## src/rtl/fetch_unit.sv

```systemverilog
// rtl/fetch_unit.sv - instruction fetch: four byte reads from flash assembled into a 32-bit word
module fetch_unit #(
    parameter int                    ADDR_WIDTH   = 24,
    parameter int                    READ_LATENCY = 3,
    parameter logic [ADDR_WIDTH-1:0] RESET_PC     = '0
) (
    input  logic                  clk,
    input  logic                  reset,
    input  logic                  fetch_en,
    input  logic                  redirect,
    input  logic [ADDR_WIDTH-1:0] redirect_addr,
    output logic                  flash_re,
    output logic [ADDR_WIDTH-1:0] flash_addr,
    input  logic [7:0]            flash_data,
    output logic                  instr_valid,
    input  logic                  instr_ready,
    output logic [31:0]           instr,
    output logic [ADDR_WIDTH-1:0] instr_pc,
    output logic                  busy
);

    typedef enum logic [1:0] {IDLE, ISSUE, WAIT, HOLD} state_t;

    state_t                  state;
    state_t                  state_next;
    logic [ADDR_WIDTH-1:0]   pc;
    logic [1:0]              byte_cnt;
    logic [3:0]              wait_cnt;
    logic                    handshake;
    logic                    wait_done;

    assign handshake = (state == HOLD) && instr_valid && instr_ready;
    // counter reaches zero on this edge, i.e. READ_LATENCY edges after launch
    assign wait_done = (state == WAIT) && (wait_cnt == 4'd1);
    assign busy      = (state != IDLE);

    always_ff @(posedge clk or negedge reset) begin
        if (!reset) begin
            state <= IDLE;
        end else begin
            state <= state_next;
        end
    end

    always_comb begin
        state_next = state;
        case (state)
            IDLE:  if (fetch_en) state_next = ISSUE;
            ISSUE: state_next = WAIT;
            WAIT:  if (wait_done) state_next = (byte_cnt == 2'd3) ? HOLD : ISSUE;
            HOLD:  if (handshake) state_next = fetch_en ? ISSUE : IDLE;
            default: state_next = IDLE;
        endcase
        if (redirect) begin
            state_next = fetch_en ? ISSUE : IDLE;
        end
    end

    always_ff @(posedge clk or negedge reset) begin
        if (!reset) begin
            pc          <= RESET_PC;
            byte_cnt    <= 2'd0;
            wait_cnt    <= 4'd0;
            instr       <= 32'd0;
            instr_pc    <= '0;
            instr_valid <= 1'b0;
            flash_re    <= 1'b0;
            flash_addr  <= '0;
        end else if (redirect) begin
            // a same-cycle handshake still retires the word; only the next pc changes
            pc          <= redirect_addr;
            byte_cnt    <= 2'd0;
            flash_re    <= 1'b0;
            instr_valid <= 1'b0;
        end else begin
            case (state)
                ISSUE: begin
                    flash_re   <= 1'b1;
                    flash_addr <= pc + ADDR_WIDTH'(byte_cnt);
                    wait_cnt   <= 4'(READ_LATENCY);
                end
                WAIT: begin
                    wait_cnt <= wait_cnt - 4'd1;
                    if (wait_done) begin
                        instr[{byte_cnt, 3'b000} +: 8] <= flash_data;
                        if (byte_cnt == 2'd3) begin
                            flash_re    <= 1'b0;
                            instr_pc    <= pc;
                            instr_valid <= 1'b1;
                        end else begin
                            byte_cnt <= byte_cnt + 2'd1;
                        end
                    end
                end
                HOLD: begin
                    if (handshake) begin
                        instr_valid <= 1'b0;
                        pc          <= pc + ADDR_WIDTH'(4);
                        byte_cnt    <= 2'd0;
                    end
                end
                default: ;
            endcase
        end
    end

endmodule
```

## config.mk

```make
export PLATFORM = sky130hd
export DESIGN_NAME = fetch_unit
export DESIGN_NICKNAME = d
export VERILOG_FILES = /design/src/rtl/fetch_unit.sv
export SDC_FILE = /design/constraint.sdc
export NUM_CORES = 1
export LEC_CHECK = 0
export ABC_AREA = 0
export CORE_MARGIN = 3
export CORE_UTILIZATION = 25
export CTS_BUF_LIST = sky130_fd_sc_hd__clkbuf_4
export DETAILED_ROUTE_END_ITERATION = 8
export PLACE_DENSITY = 0.44
export RECOVER_POWER = 25
export SLEW_MARGIN = 20
export SYNTH_ARGS = -nofsm -noshare
export SYNTH_HDL_FRONTEND = slang
export SYNTH_SLANG_ARGS = --single-unit
```

## constraint.sdc

```tcl
create_clock -name clk -period 6.1 [get_ports clk]
set_input_delay 0.915 -clock clk [delete_from_list [all_inputs] [get_ports clk]]
set_output_delay 0.915 -clock clk [all_outputs]
set_load 0.02 [all_outputs]
```

==> results.cfg <==
[cts]
path_clk_slew_ps = 100
ctsResizeCount = 0
postCtsHoldBufs = 0
clk_path_buf_depth = 2
cts_max_level = 4
clk_latency_ps = 530
cts_buffers = 17
cts-root-buf = clkbuf_4
cts_tree = done
clock-sinks = 114
postCtsSetupRepairBufs = 0

[yosys]
yosysSeqAreaShare_pct = 51.7
synth_top_area_share_pct = 51.7
synth-seq-cells = 114
async_flop_share_pct = 100
synth_largest_area_cell = dfrtp_1
synth_edf_count = 0
synthCells = 572
synth_area_leaders = dfrtp_1 52%, nand2_1 7.4%, o21ai_0 5.7%
ys_warn_count = 0
syn_nets = 624
synth.avg_cell_area_um2 = 9.64
synth.distinct_cells = 48
synthesis.area_mm2 = 0.00551
synth-main-ff-cell = dfrtp_1

[floorplanning]
die-area_mm2 = 0.0239
coreArea_mm2 = 0.0214
die_h_um = 155
start_util_pct = 25.8
die_w_um = 155
fp-row-count = 53
ioPinCount = 120

[grt]
grt_pass1_wl_um = 26000
antenna_found_initial = 0
overflow = 0
track_usage_pct = 13.8
grt_pass1_vias = 4646
grt_max_degree = 66

[timing]
fin_ws_ps = 1950
fmax_mhz = 241
relSlewSlack_pct = -140
hold_violations = 0
tns_ps = 0
slew_violations = 105
min_period_ps = 4150
fin_skew_ps = 19.7
fin_crit_sh_pct = 68.0
report.final.setup_viol = 0
rsz0062_at_grt = no
worst_pin_slew_ps = 3600

[routing]
wl_per_cell_um = 16.9
via_per_inst = 4.78
routed_wirelength_um = 16200
ant_nets = 0
drt-initial-drc-count = 260
drcViolationCount = 0
drtPass1Iterations = 4
vias = 4585

[place]
place_congestion = 0.782
io_buffers = 119
place_ws_ps = 2580
place_hpwl_um = 11500

[run]
cap_violations = 2

[worst_setup_path]
crit_chain = dlygate4sd3_1 -> clkbuf_1 -> inv_1 -> nand2_1 -> a211o_1 -> nand3_1
path_max_fanout = 38
arrival_ps = 4550
criticalPathCategory = in2reg
crit_path_end_kind = flop
worstPathRequired_ps = 6500
crit_path_max_incr_delay_ps = 1180
slowest_stage = clkbuf_1
startpoint_type = primary input

[cells_and_area]
area_growth_pct = 30.2
mostFrequentLayoutCell = clkdlybuf4s50_1
mostFrequentLayoutCells = 117 x clkdlybuf4s50_1, 114 x dfrtp_1, 109 x nand2_1, 63 x o21ai_0, 36 x nor2_1
diodes = 0
drive_gt1_share_pct = 9.05
final_nets = 727

[run_status]
violations = capacitance limit, slew limit
outcome = finished with violations

[power]
switching_power_mw = 0.838
clockPowerShare_pct = 24.9
internal-power_mw = 1.47
seq_power_share_pct = 42.8
ir_drop_mv = 0.157
comb_power_share_pct = 32.2
powerDensity_mw_per_mm2 = 321
sw_frac_of_total_pct = 36.3
p_leak_nw = 2.86

[min_path]
hold_path_class = reg2reg
[per-stage QoR]
stage | area [um^2] | instances | total power, mW | hold slack, ps | util [%]
floorplan | 5510 | 572 | 1.40 | 506 | -
global placement | 6910 | 931 | 1.75 | 466 | 32.4
detailed placement | 6910 | 931 | 1.75 | 474 | 32.4
CTS | 7180 | 960 | 2.34 | 484 | 33.6
global route | 7180 | 960 | 2.46 | 527 | 33.6
finish | 7180 | 960 | 2.31 | 487 | 33.6
[power groups by stage]
stage          clock network [mW]  registers (mW)  logic, mW
3_5_place_dp                    0            1.00      0.751
2_1_floorplan                   0            1.08      0.325
4_1_cts                     0.596           0.991      0.755
5_1_grt                     0.632            1.01      0.826
3_3_place_gp                    0            1.01      0.740
6_report                    0.575           0.989      0.743
[cell type report]
| type | instances | area [um^2] |
|---|---|---|
| tap | 275 | 344 |
| fill | 2230 | 14200 |
| inverter | 16 | 60.1 |
| clock buffer | 17 | 128 |
| multi-input combinational | 404 | 2440 |
| timing repair buffer | 122 | 1200 |
| clock inverter | 12 | 144 |
| sequential | 114 | 2850 |
[cell usage after synthesis (3+ instances only)]
cell,count
mux2_2,23
and3_1,3
a2111oi_0,3
dfrtp_1,114
o31ai_1,14
o21ai_0,63
a21oi_1,6
or2_2,3
mux2i_1,3
inv_1,16
buf_2,3
nor4_1,8
nor3_1,7
nand2_1,109
ha_1,14
nand3_1,11
nor2b_1,6
xor2_1,4
or3_1,6
nand4_1,8
clkbuf_2,3
nor2_1,36
clkbuf_1,29
xnor2_1,17
a31oi_1,21
or4_1,15
[final timing paths]
check	start	to	slack [ps]	cells past startpoint
worst max-delay path	redirect	flash_addr[13]	1950	6
worst min-delay path	instr[21]	instr[21]	490	2
worst max register to register	state[0]	instr_pc[2]	3170	5
worst min register to register	instr[21]	instr[21]	490	2
max in group asynchronous	reset	flash_addr[1]	2350	2
min in group asynchronous	reset	instr[17]	1620	1
[flip-flops by register name (all words and copies together), names as in the netlist, 2 cells and up]
name	count
byte_cnt	2
flash_addr	24
instr	32
instr_pc	24
pc	24
state	2
wait_cnt	4
[critical path: cells and delay by family]
| kind | cells | cell delay [ps] |
|---|---|---|
| compound gates | 1 | 180 |
| buf+inv | 3 | 2550 |
| simple gates | 2 | 880 |
[per-layer routing]
layer	track usage (%)	vias to the layer above	share of wire, %
met5	0	-	0
met4	3.28	0	0.81
met3	4.17	9	5.9
met2	21.4	146	46
met1	18.9	2213	48
li1	-	2217	-
[kinds of logic after synthesis]
logic type      share of synthesized area [%]
compound gates                           13.3
xor+xnor                                 3.34
fa+ha+maj                                3.54
buf+inv                                  4.02
flops                                    51.7
mux                                      5.24
simple gates                             18.8
Note: power is estimated with default switching activity, not from simulation.
